**src/rtl/edge_delay_monitor.sv**
```systemverilog
// Multi-channel edge monitor: each selected edge starts a per-channel delay,
// then fires a one-cycle pulse and queues the channel ID in an event FIFO.
//
// state    | meaning
// ---------+-------------------------------------------------------------
// ST_IDLE  | channel waiting for a selected edge on sig_in[c]
// ST_COUNT | delay running; fires when cnt reaches 0, then re-arms or idles
module edge_delay_monitor #(
    parameter int NCH   = 4,
    parameter int DLY_W = 8,
    parameter int DEPTH = 8,
    localparam int IDW  = (NCH > 1) ? $clog2(NCH) : 1,
    localparam int CW   = $clog2(DEPTH) + 1
) (
    input  logic             clk,
    input  logic             rst_n,
    input  logic [NCH-1:0]   sig_in,
    input  logic [2*NCH-1:0] edge_mode,
    input  logic [DLY_W-1:0] delay,
    input  logic             clr,
    output logic [NCH-1:0]   evt_pulse,
    output logic             evt_valid,
    output logic [IDW-1:0]   evt_id,
    input  logic             evt_ready,
    output logic [CW-1:0]    fifo_count,
    output logic [NCH-1:0]   overrun
);

    localparam int PW = $clog2(DEPTH);

    typedef enum logic {
        ST_IDLE  = 1'b0,
        ST_COUNT = 1'b1
    } ch_state_t;

    ch_state_t        state_q [NCH];
    ch_state_t        state_d [NCH];
    logic [DLY_W-1:0] cnt_q   [NCH];
    logic [DLY_W-1:0] cnt_d   [NCH];

    logic [NCH-1:0] sig_q;
    logic [NCH-1:0] det;
    logic [NCH-1:0] fire;
    logic [NCH-1:0] ovr_edge;
    logic [NCH-1:0] ovr_set;
    logic [NCH-1:0] pend_q;
    logic [NCH-1:0] pend_d;
    logic [NCH-1:0] req_oh;
    logic [NCH-1:0] grant;
    logic [IDW-1:0] req_id;
    logic           fifo_full;
    logic           push;
    logic           pop;

    logic [IDW-1:0] mem [DEPTH];
    logic [PW-1:0]  wr_ptr;
    logic [PW-1:0]  rd_ptr;

    always_comb begin
        det = '0;
        for (int c = 0; c < NCH; c++) begin
            det[c] = (edge_mode[2*c]   &  sig_in[c] & ~sig_q[c]) |
                     (edge_mode[2*c+1] & ~sig_in[c] &  sig_q[c]);
        end
    end

    // An edge landing on the fire cycle is not an overrun: fire and reload together.
    always_comb begin
        fire     = '0;
        ovr_edge = '0;
        for (int c = 0; c < NCH; c++) begin
            state_d[c] = state_q[c];
            cnt_d[c]   = cnt_q[c];
            case (state_q[c])
                ST_IDLE: begin
                    if (det[c]) begin
                        state_d[c] = ST_COUNT;
                        cnt_d[c]   = delay;
                    end
                end
                ST_COUNT: begin
                    if (cnt_q[c] == '0) begin
                        fire[c] = 1'b1;
                        if (det[c]) begin
                            cnt_d[c] = delay;
                        end else begin
                            state_d[c] = ST_IDLE;
                        end
                    end else begin
                        cnt_d[c] = cnt_q[c] - 1'b1;
                        if (det[c]) begin
                            ovr_edge[c] = 1'b1;
                        end
                    end
                end
                default: begin
                    state_d[c] = ST_IDLE;
                    cnt_d[c]   = '0;
                end
            endcase
        end
    end

    always_comb begin
        req_oh = '0;
        req_id = '0;
        for (int c = NCH - 1; c >= 0; c--) begin
            if (pend_q[c]) begin
                req_oh    = '0;
                req_oh[c] = 1'b1;
                req_id    = IDW'(c);
            end
        end
    end

    assign evt_valid = (fifo_count != '0);
    assign fifo_full = (fifo_count == CW'(DEPTH));
    assign pop       = evt_valid && evt_ready;
    assign push      = (pend_q != '0) && (!fifo_full || pop);
    assign grant     = push ? req_oh : '0;
    assign evt_id    = evt_valid ? mem[rd_ptr] : '0;

    // A fire onto a pend bit that is not leaving this cycle loses the event.
    assign pend_d  = (pend_q & ~grant) | fire;
    assign ovr_set = ovr_edge | (fire & pend_q & ~grant);

    always_ff @(posedge clk) begin
        if (!rst_n) begin
            sig_q      <= sig_in;
            pend_q     <= '0;
            evt_pulse  <= '0;
            overrun    <= '0;
            wr_ptr     <= '0;
            rd_ptr     <= '0;
            fifo_count <= '0;
            for (int c = 0; c < NCH; c++) begin
                state_q[c] <= ST_IDLE;
                cnt_q[c]   <= '0;
            end
        end else begin
            sig_q     <= sig_in;
            pend_q    <= pend_d;
            evt_pulse <= fire;
            overrun   <= (overrun & ~{NCH{clr}}) | ovr_set;
            for (int c = 0; c < NCH; c++) begin
                state_q[c] <= state_d[c];
                cnt_q[c]   <= cnt_d[c];
            end
            if (push) begin
                wr_ptr <= wr_ptr + 1'b1;
            end
            if (pop) begin
                rd_ptr <= rd_ptr + 1'b1;
            end
            case ({push, pop})
                2'b10:   fifo_count <= fifo_count + 1'b1;
                2'b01:   fifo_count <= fifo_count - 1'b1;
                default: fifo_count <= fifo_count;
            endcase
        end
    end

    always_ff @(posedge clk) begin
        if (rst_n && push) begin
            mem[wr_ptr] <= req_id;
        end
    end

endmodule

```
**config.mk**
```make
export PLATFORM = sky130hd
export DESIGN_NAME = edge_delay_monitor
export DESIGN_NICKNAME = d
export VERILOG_FILES = /design/src/rtl/edge_delay_monitor.sv
export SDC_FILE = /design/constraint.sdc
export NUM_CORES = 1
export LEC_CHECK = 0
export ABC_AREA = 1
export BUFFER_PORTS_ARGS = -buffer_cell sky130_fd_sc_hd__buf_4
export CAP_MARGIN = 25
export CORE_MARGIN = 10
export CORE_UTILIZATION = 55
export DETAILED_ROUTE_END_ITERATION = 10
export PLACE_DENSITY = 0.75
export SLEW_MARGIN = 30
export SYNTH_ARGS = -nofsm -noshare
export SYNTH_HDL_FRONTEND = slang
export SYNTH_SLANG_ARGS = --single-unit
```
**constraint.sdc**
```tcl
create_clock -name clk -period 2.15 [get_ports clk]
set_clock_uncertainty 0.15 [all_clocks]
set_input_delay 0.215 -clock clk [delete_from_list [all_inputs] [get_ports clk]]
set_output_delay 0.215 -clock clk [all_outputs]
set_load 0.03 [all_outputs]
```
==> results.sh, run 1 <==
export IMPL_cts_sinks=81
export IMPL_start_util_pct=56.4
export IMPL_ioPinCount=39
export IMPL_ys_seq_area_share_pct=41.1
export IMPL_worst_ir_drop_vdd_mv=0.538
export IMPL_p_per_area_nw_per_um2=1020
export IMPL_drt_vias_per_instance=5.18
export IMPL_rr_worst_depth=12
export IMPL_cp_required_ns=2.26
export IMPL_tightest_slew_ns=0.575
export IMPL_nFillCells=692
export IMPL_cp_num_buf_inv=1
export IMPL_synth_top_area_share_pct=30.0
export IMPL_grt_ovfl_total=0
export IMPL_drt_iter0_drc=136
export IMPL_cts_tree="built"
export IMPL_syn_avg_cell_area_um2=7.20
export IMPL_synth_edf_count=16
export IMPL_dieArea_um2=11800
export IMPL_ant_nets=0
export IMPL_synthCells=603
export IMPL_die_h_um=109
export IMPL_hold_path_class="input pin to flip-flop"
export IMPL_period_share_pct=90.6
export IMPL_wire_per_inst_um=12.9
export IMPL_drv_cap=0
export IMPL_crit_path_max_incr_delay_ns=0.37
export IMPL_htreeDepth=3
export IMPL_cp_start_kind="flip-flop"
export IMPL_sequentialPowerShare_pct=38.0
export IMPL_place_hpwl_um=7240
export IMPL_yosys_area_top_type="dfxtp_1"
export IMPL_numCtsBuffers=9
export IMPL_synthFlopType="dfxtp_1"
export IMPL_critPathKind="flip-flop to flip-flop"
export IMPL_crit_family="simple AND/OR/NAND/NOR gates"
export IMPL_holdPathStages=3
export IMPL_yosys_warnings=0
export IMPL_gp_congestion=0.863
export IMPL_r2r_end="fifo_count[3]"
export IMPL_power_frac_comb_pct=36.2
export IMPL_cts_path_max_buffers=2
export IMPL_holdPathEnd="cnt_q[0][5]"
export IMPL_leakagePower_uw=0.00221
export IMPL_drive_gt1_share_pct=14.1
export IMPL_arrival_ns=2.06
export IMPL_firstDrtPassIters=5
export IMPL_path_max_fanout=7
export IMPL_hold_path_startpoint="rst_n"
export IMPL_clkPwrFrac_pct=25.8
export IMPL_grt_pass1_vias=3620
export IMPL_syn_area_um2=4340
export IMPL_root_buffer="clkbuf_8"
export IMPL_insertion_delay_ns=0.36
export IMPL_maxSlewHeadroom_pct=61.7
export IMPL_drc_errors=0
export IMPL_synth_most_common_cell="nand2_1"
export IMPL_ys_types=37
export IMPL_worst_path_most_repeated_cell="nand2_1"
export IMPL_timing_fmax_mhz=513
export IMPL_p_int_uw=3080
export IMPL_status="finished, final reports clean"
export IMPL_synth_area_leaders="dfxtp_1 30%, nand2_1 12%, edfxtp_1 11%"
export IMPL_path_clk_slew_ns=0.10
export IMPL_die_w_um=109
export IMPL_layout_nets=683
export IMPL_grt_pass1_wl_um=16400
export IMPL_port_buffer_count=38
export IMPL_setup_violations=0
export IMPL_synth_seq_cells=81
export IMPL_worstReg2RegStart="fifo_count[2]"
export IMPL_swShare_pct=39.0
export IMPL_synth_common_cells="139 x nand2_1, 121 x nor2_1, 65 x dfxtp_1, 56 x inv_1, 47 x o21ai_0"
export IMPL_vias=3902
export IMPL_fin_setup_tns_ns=0
export IMPL_fin_util_pct=64.6
export IMPL_core_area_um2=7690
export IMPL_area_growth_pct=14.4
export IMPL_r2r_setup_slack_ns=0.20
export IMPL_syn_nets=640
export IMPL_slew_viol_final=0
export IMPL_power_switching_uw=1970
export IMPL_stdcell_count=753
export IMPL_critPathSlowestCell="dfxtp_1"
export IMPL_fin_crit_ns=1.95
export IMPL_num_rows=32
export IMPL_n_antenna_cell=0
export IMPL_final_hold_violation_count=0
export IMPL_place_inst=733
export IMPL_routed_wl_um=9730
export IMPL_grt_max_degree=28
export IMPL_critPathCaptureType="flip-flop"
export IMPL_track_usage_pct=17.0
export IMPL_worstPathCellList="nor2_1, nand2_4, nand3_2, inv_1, ha_1, nand2_1, nand2_1, a21o_1, nand2_1, nand3_1, nand2_1, nor2_1"
export IMPL_antenna_found_initial=0
export IMPL_synthArstFlopShare_pct=0
export IMPL_grt_setup_unrepaired="no"
==> layout by cell type, fill, tap and decap left out, drive strengths merged, types with 3 or more instances in the layout <==
master | netlist | final
nor2 | 131 | 131
buf | 11 | 41
nand3 | 39 | 39
a21oi | 24 | 24
dlygate4sd3 | 0 | 4
o21ai | 51 | 51
ha | 12 | 12
edfxtp | 16 | 16
inv | 59 | 63
o211ai | 3 | 3
nor3 | 11 | 11
dfxtp | 65 | 65
clkbuf | 2 | 9
nand2 | 149 | 149
nand3b | 7 | 7
xor2 | 14 | 14
==> power groups by stage <==
stage	Clock [uW]	Sequential, uW	Combinational, uW
2_1_floorplan	0	1970	1330
3_3_place_gp	0	1930	1750
3_5_place_dp	0	1950	1800
4_1_cts	1320	1910	1820
5_1_grt	1400	1940	2090
6_report	1300	1920	1830
==> cells by family (layout without fill, tap and decap cells) <==
family / Yosys count / count (layout) / share of synthesized area [%]
flops: 81 / 81 / 41.1
xor+xnor: 15 / 15 / 3.03
fa+ha+maj: 13 / 13 / 3.92
simple gates: 340 / 340 / 34.7
compound gates: 82 / 82 / 10.2
buf+inv: 72 / 120 / 7.12
==> stage by stage <==
stage	total power (uW)	hold slack (ns)	setup slack, ns	instance area [um2]
after floorplan	3310	0.0927	0.0254	4340
after global placement	3690	0.183	0.275	4690
after detailed placement	3750	0.189	0.194	4690
after CTS	5050	0.0126	0.147	4960
after global routing	5430	0.0123	0.00639	4960
final	5040	0.0157	0.201	4960
==> layout make-up <==
class	count	area, um2	share of cell area [%]
well taps	102	128	2.57
flip-flops and latches	81	1780	35.9
multi-input cells	450	2250	45.4
clock buffers	9	124	2.50
inverters	59	221	4.46
clock inverters	7	106	2.14
repair buffers	45	348	7.01
==> how the worst max path moves through the flow <==
stage / startpoint / end / depth (start not counted)
3_5_place_dp: fifo_count[0] / fifo_count[3] / 12
6_report: fifo_count[2] / fifo_count[3] / 12
3_3_place_gp: fifo_count[0] / fifo_count[3] / 11
2_1_floorplan: fifo_count[2] / fifo_count[3] / 12
5_1_grt: fifo_count[0] / fifo_count[3] / 12
4_1_cts: flip-flop / evt_id[1] / 6
==> flip-flops by register name, indices dropped and copies added, names as in the netlist, named ones only <==
signal	flops
overrun	4
cnt_q	32
wr_ptr	3
mem	16
state_q	4
evt_pulse	4
rd_ptr	3
sig_q	4
fifo_count	4
pend_q	4
==> worst register-to-register path, stage by stage, from the launching register on <==
cell and delay, ns:
dfxtp_1 0.37, nor2_1 0.20, nand2_4 0.11, nand3_2 0.13
inv_1 0.07, ha_1 0.28, nand2_1 0.07, nand2_1 0.06
a21o_1 0.16, nand2_1 0.07, nand3_1 0.07, nand2_1 0.07
nor2_1 0.04
==> per-layer routing <==
layer	vias to the layer above	part of all wire [%]	track usage, %
li1	2014	-	-
met1	1783	47	21.1
met2	93	47	28.4
met3	12	5.3	4.31
met4	0	1.3	4.99
met5	-	0	0
==> repair_timing <==
item                                   CTS  global route
buffers inserted                         0             0
gates resized for setup                  0             2
setup endpoints to repair                0             3
endpoints found under the hold margin    4             0
hold buffers                             4             0
Note: power is estimated with default switching activity, not from simulation.
==> run 2: changes to the inputs <==
Settings changed: SETUP_SLACK_MARGIN set to 0.3.
==> run 2 against run 1 <==
  * Register-to-register slack better by 0.13 ns
  * Worst setup slack better by 0.13 ns
  * Global-route usage is 0.39 points higher
  * Worst hold slack better by 0.039 ns
  * Routed wire length increased by 2.8%
  * Sequential share of layout area is 0.14 points lower
  * Maximum frequency up 7.0%
  * Utilization increased by 1.0 points
  * Critical path type unchanged
  * Critical endpoint unchanged
  * Highest routed layer unchanged
==> results.sh, run 2 (synthesis results as in run 1) <==
export IMPL_n_antenna_cell=0
export IMPL_hold_path_startpoint="evt_ready"
export IMPL_grt_ovfl_total=0
export IMPL_timing_fmax_mhz=549
export IMPL_maxSlewHeadroom_pct=61.1
export IMPL_regMostFlops="cnt_q"
export IMPL_critPathCaptureType="flip-flop"
export IMPL_firstDrtPassIters=4
export IMPL_final_cell_mix="137 x nand2_1, 118 x nor2_1, 55 x dfxtp_1"
export IMPL_numCtsBuffers=9
export IMPL_wire_per_inst_um=13.2
export IMPL_r2r_end="fifo_count[3]"
export IMPL_core_area_um2=7690
export IMPL_rr_worst_depth=13
export IMPL_arrival_ns=1.91
export IMPL_final_hold_violation_count=0
export IMPL_routed_wl_um=10000
export IMPL_drt_iter0_drc=152
export IMPL_critPathKind="flip-flop to flip-flop"
export IMPL_cts_sinks=81
export IMPL_track_usage_pct=17.3
export IMPL_htreeDepth=3
export IMPL_grt_pass1_wl_um=16800
export IMPL_drc_errors=0
export IMPL_fin_crit_ns=1.82
export IMPL_top_regs="cnt_q (32), mem (16)"
export IMPL_preCtsSetupSlack_ns=0.199
export IMPL_drive_gt1_share_pct=17.5
export IMPL_fin_setup_tns_ns=0
export IMPL_die_h_um=109
export IMPL_holdPathStages=3
export IMPL_cp_start_kind="flip-flop"
export IMPL_largest_register_ffs=32
export IMPL_cts_tree="built"
export IMPL_start_util_pct=56.4
export IMPL_leakagePower_uw=0.00223
export IMPL_status="finished, final reports clean"
export IMPL_drt_vias_per_instance=5.23
export IMPL_num_rows=32
export IMPL_slew_viol_final=0
export IMPL_worst_slack_ns=0.329
export IMPL_place_area_um2=4720
export IMPL_whs_ns=0.0547
export IMPL_drv_cap=0
export IMPL_nFillCells=700
export IMPL_ioPinCount=39
export IMPL_gp_congestion=0.861
export IMPL_root_buffer="clkbuf_8"
export IMPL_insertion_delay_ns=0.35
export IMPL_cp_required_ns=2.24
export IMPL_path_clk_slew_ns=0.08
export IMPL_tightest_slew_ns=0.584
export IMPL_area_growth_pct=16.2
export IMPL_place_hpwl_um=7380
export IMPL_worst_ir_drop_vdd_mv=0.400
export IMPL_grt_setup_unrepaired="yes"
export IMPL_grt_pass1_vias=3851
export IMPL_worstReg2RegStart="pend_q[2]"
export IMPL_die_w_um=109
export IMPL_grt_max_degree=34
export IMPL_vias=3978
export IMPL_layout_commonest_cell="nand2_1"
export IMPL_antenna_found_initial=0
export IMPL_stdcell_area_um2=5040
export IMPL_setup_violations=0
export IMPL_cts_path_max_buffers=2
export IMPL_r2r_setup_slack_ns=0.33
export IMPL_p_per_area_nw_per_um2=1010
export IMPL_period_share_pct=84.7
export IMPL_port_buffer_count=38
export IMPL_ant_nets=0
export IMPL_hold_path_class="input pin to flip-flop"
export IMPL_dieArea_um2=11800
export IMPL_path_max_fanout=4
export IMPL_layout_nets=690
## run 2: power by group
part           switching (uW)  total, uW  internal [uW]
clock                     600       1150            547
sequential                201       1960           1760
combinational            1210       1960            756
## run 2: what timing repair did
action	in CTS	in global routing
endpoints found under the setup margin	3	7
pin swaps	5	2
hold buffers	5	0
setup buffers	4	3
gates resized for setup	9	8
endpoints found under the hold margin	8	0
gates cloned	0	0
## run 2: worst max-delay path by stage
| stage | from | to | slack (ns) | cells after the start |
|---|---|---|---|---|
| 2_1_floorplan | fifo_count[0] | fifo_count[3] | 0.30 | 12 |
| 3_3_place_gp | pend_q[0] | fifo_count[3] | 0.26 | 12 |
| 3_5_place_dp | pend_q[1] | fifo_count[3] | 0.20 | 13 |
| 4_1_cts | pend_q[1] | fifo_count[3] | 0.30 | 13 |
| 5_1_grt | pend_q[2] | fifo_count[3] | 0.21 | 13 |
| 6_report | pend_q[2] | fifo_count[3] | 0.33 | 13 |
## run 2: final cells by class
cell class / instances / area (um2) / share of cell area [%]
Multi-Input combinational cell: 450 / 2280 / 45.3
Sequential cell: 81 / 1800 / 35.8
Timing Repair Buffer: 52 / 403 / 7.99
Inverter: 59 / 224 / 4.44
Tap cell: 102 / 128 / 2.53
Clock buffer: 9 / 124 / 2.46
Clock inverter: 7 / 76.3 / 1.51
## run 2: per-layer routing
| layer | wire length (um) | global-route usage [%] |
|---|---|---|
| met1 | 4400 | 19.7 |
| met2 | 4950 | 30.7 |
| met3 | 549 | 5.66 |
| met4 | 112 | 4.24 |
| met5 | 0 | 0 |
## run 2: per-stage QoR
step / total power (uW) / cells / utilization [%]
floorplan: 3380 / 603 / -
global placement: 3760 / 732 / 61.4
detailed placement: 3840 / 732 / 61.4
CTS: 5050 / 757 / 65.1
global route: 5440 / 760 / 65.6
finish: 5070 / 760 / 65.6
## run 2: critical path: stages (launching register included)
cell and delay (ns):
dfxtp_2 0.33, inv_1 0.07, nand2_1 0.06, nor2_2 0.16, nand3_4 0.11, inv_2 0.08, ha_1 0.23, nand2_1 0.07
nand2_1 0.06, a21o_1 0.15, nand2_1 0.08, nand3_1 0.07, nand2_1 0.06, nor2_1 0.04
==> run 3: changes to the inputs <==
Clock period 2.15 ns to 1.7 ns, I/O delays scaled along.
==> run 3 against run 2 <==
  * The run now ends with negative setup slack left
  * Routed wire length rose by 44%
  * Power rose by 58%
  * Combinational power rose by 120%
  * Largest power group is now combinational logic
==> results.sh, run 3 (synthesis results as in run 1) <==
export IMPL_final_hold_violation_count=0
export IMPL_arrival_ns=1.88
export IMPL_top_regs="cnt_q (32), mem (16)"
export IMPL_routed_wl_um=14400
export IMPL_place_area_um2=4930
export IMPL_rr_worst_depth=13
export IMPL_regMostFlops="cnt_q"
export IMPL_die_w_um=109
export IMPL_wire_per_inst_um=17.4
export IMPL_setup_violations=5
export IMPL_drt_iter0_drc=387
export IMPL_die_h_um=109
export IMPL_firstDrtPassIters=5
export IMPL_drc_errors=0
export IMPL_largest_register_ffs=32
export IMPL_fin_setup_tns_ns=-0.156
export IMPL_stdcell_count=827
export IMPL_final_cell_mix="100 x nand2_1, 88 x nor2_1, 75 x buf_4"
export IMPL_grt_pass1_vias=4279
export IMPL_ant_nets=0
export IMPL_holdPathStages=3
export IMPL_place_hpwl_um=7580
export IMPL_cp_required_ns=1.82
export IMPL_port_buffer_count=38
export IMPL_track_usage_pct=20.2
export IMPL_dieArea_um2=11800
export IMPL_vias=4593
export IMPL_root_buffer="clkbuf_8"
export IMPL_core_area_um2=7690
export IMPL_antenna_found_initial=0
export IMPL_worst_ir_drop_vdd_mv=0.695
export IMPL_hold_path_startpoint="rst_n"
export IMPL_start_util_pct=56.4
export IMPL_p_per_area_nw_per_um2=1230
export IMPL_nFillCells=408
export IMPL_critPathCaptureType="flip-flop"
export IMPL_status="finished with violations"
export IMPL_drt_vias_per_instance=5.55
export IMPL_numCtsBuffers=9
export IMPL_violations="negative setup slack"
export IMPL_cts_sinks=81
export IMPL_tightest_slew_ns=0.361
export IMPL_layout_nets=757
export IMPL_grt_pass1_wl_um=19500
export IMPL_drv_cap=0
export IMPL_r2r_end="fifo_count[3]"
export IMPL_worstReg2RegStart="pend_q[2]"
export IMPL_maxSlewHeadroom_pct=75.8
export IMPL_fin_crit_ns=1.77
export IMPL_layout_commonest_cell="nand2_1"
export IMPL_period_share_pct=104
export IMPL_grt_setup_unrepaired="yes"
export IMPL_holdPathEnd="cnt_q[3][0]"
export IMPL_ioPinCount=39
export IMPL_grt_max_degree=22
export IMPL_gp_congestion=0.874
export IMPL_insertion_delay_ns=0.37
export IMPL_leakagePower_uw=0.00275
export IMPL_r2r_setup_slack_ns=-0.07
export IMPL_worst_slack_ns=-0.0665
export IMPL_place_inst=746
export IMPL_stdcell_area_um2=6500
export IMPL_area_growth_pct=49.9
export IMPL_cts_path_max_buffers=2
export IMPL_n_antenna_cell=0
export IMPL_path_clk_slew_ns=0.09
export IMPL_htreeDepth=3
export IMPL_slew_viol_final=0
export IMPL_path_max_fanout=3
export IMPL_num_rows=32
export IMPL_critPathKind="flip-flop to flip-flop"
export IMPL_grt_ovfl_total=0
export IMPL_drive_gt1_share_pct=46.6
export IMPL_hold_path_class="input pin to flip-flop"
export IMPL_timing_fmax_mhz=566
export IMPL_cp_start_kind="flip-flop"
export IMPL_cts_tree="built"
==> run 3: critical path, stage by stage (launching register included) <==
cell,delay (ns)
dfxtp_2,0.34
inv_2,0.07
nand2_2,0.08
nor2_4,0.13
nand3_4,0.11
inv_4,0.10
ha_4,0.19
nand2_2,0.05
nand2_2,0.05
a21o_1,0.15
nand2_1,0.07
nand3_1,0.07
nand2_1,0.06
nor2_1,0.04
==> run 3: through the flow <==
| step | utilization (%) | total power [uW] | hold WS (ns) | setup slack (ns) |
|---|---|---|---|---|
| 6_report | 84.6 | 8020 | 0.0165 | -0.0665 |
| 4_1_cts | 74.7 | 7050 | 0.00513 | -0.0463 |
| 3_3_place_gp | 64.1 | 4940 | 0.139 | -0.0903 |
| 2_1_floorplan | - | 4390 | 0.0477 | -0.0975 |
| 5_1_grt | 84.6 | 8420 | 0.0305 | -0.112 |
| 3_5_place_dp | 64.1 | 5040 | 0.141 | -0.122 |
==> run 3: worst max path at each step <==
stage / startpoint / to / slack, ns / cells after the start
after floorplan: fifo_count[1] / fifo_count[3] / -0.1 / 11
after global placement: pend_q[1] / fifo_count[3] / -0.09 / 13
after detailed placement: pend_q[2] / fifo_count[3] / -0.12 / 13
after CTS: flip-flop / evt_id[1] / -0.05 / 6
after global routing: pend_q[2] / fifo_count[3] / -0.11 / 13
final: pend_q[2] / fifo_count[3] / -0.07 / 13
==> run 3: per-layer routing <==
metal  GRT usage [%]  part of all wire, %  vias up
met5               0                    0        -
met4            7.72                  3.3        0
met3            3.13                  6.0       47
met2            37.2                   52      202
met1            22.9                   38     2165
li1                -                    -     2179
==> run 3: cell type report <==
cell class / instances / area [um2] / share of cell area (%)
clock inverters: 6 / 46.3 / 0.712
clock buffers: 10 / 128 / 1.96
well taps: 102 / 128 / 1.96
inverters: 59 / 254 / 3.91
multi-input cells: 453 / 3090 / 47.6
repair buffers: 116 / 1030 / 15.8
flip-flops and latches: 81 / 1830 / 28.1
==> run 3: what timing repair did <==
action | in CTS | in global routing
endpoints found under the hold margin | 6 | 0
gates cloned | 1 | 2
resized for setup | 109 | 172
pin swaps | 37 | 84
setup endpoints to repair | 63 | 82
hold buffers | 6 | 0
setup buffers | 27 | 29
==> run 3: power breakdown <==
part / internal (uW) / switching (uW) / total [uW]
combinational: 1820 / 2400 / 4230
sequential: 2240 / 264 / 2500
clock: 535 / 760 / 1300
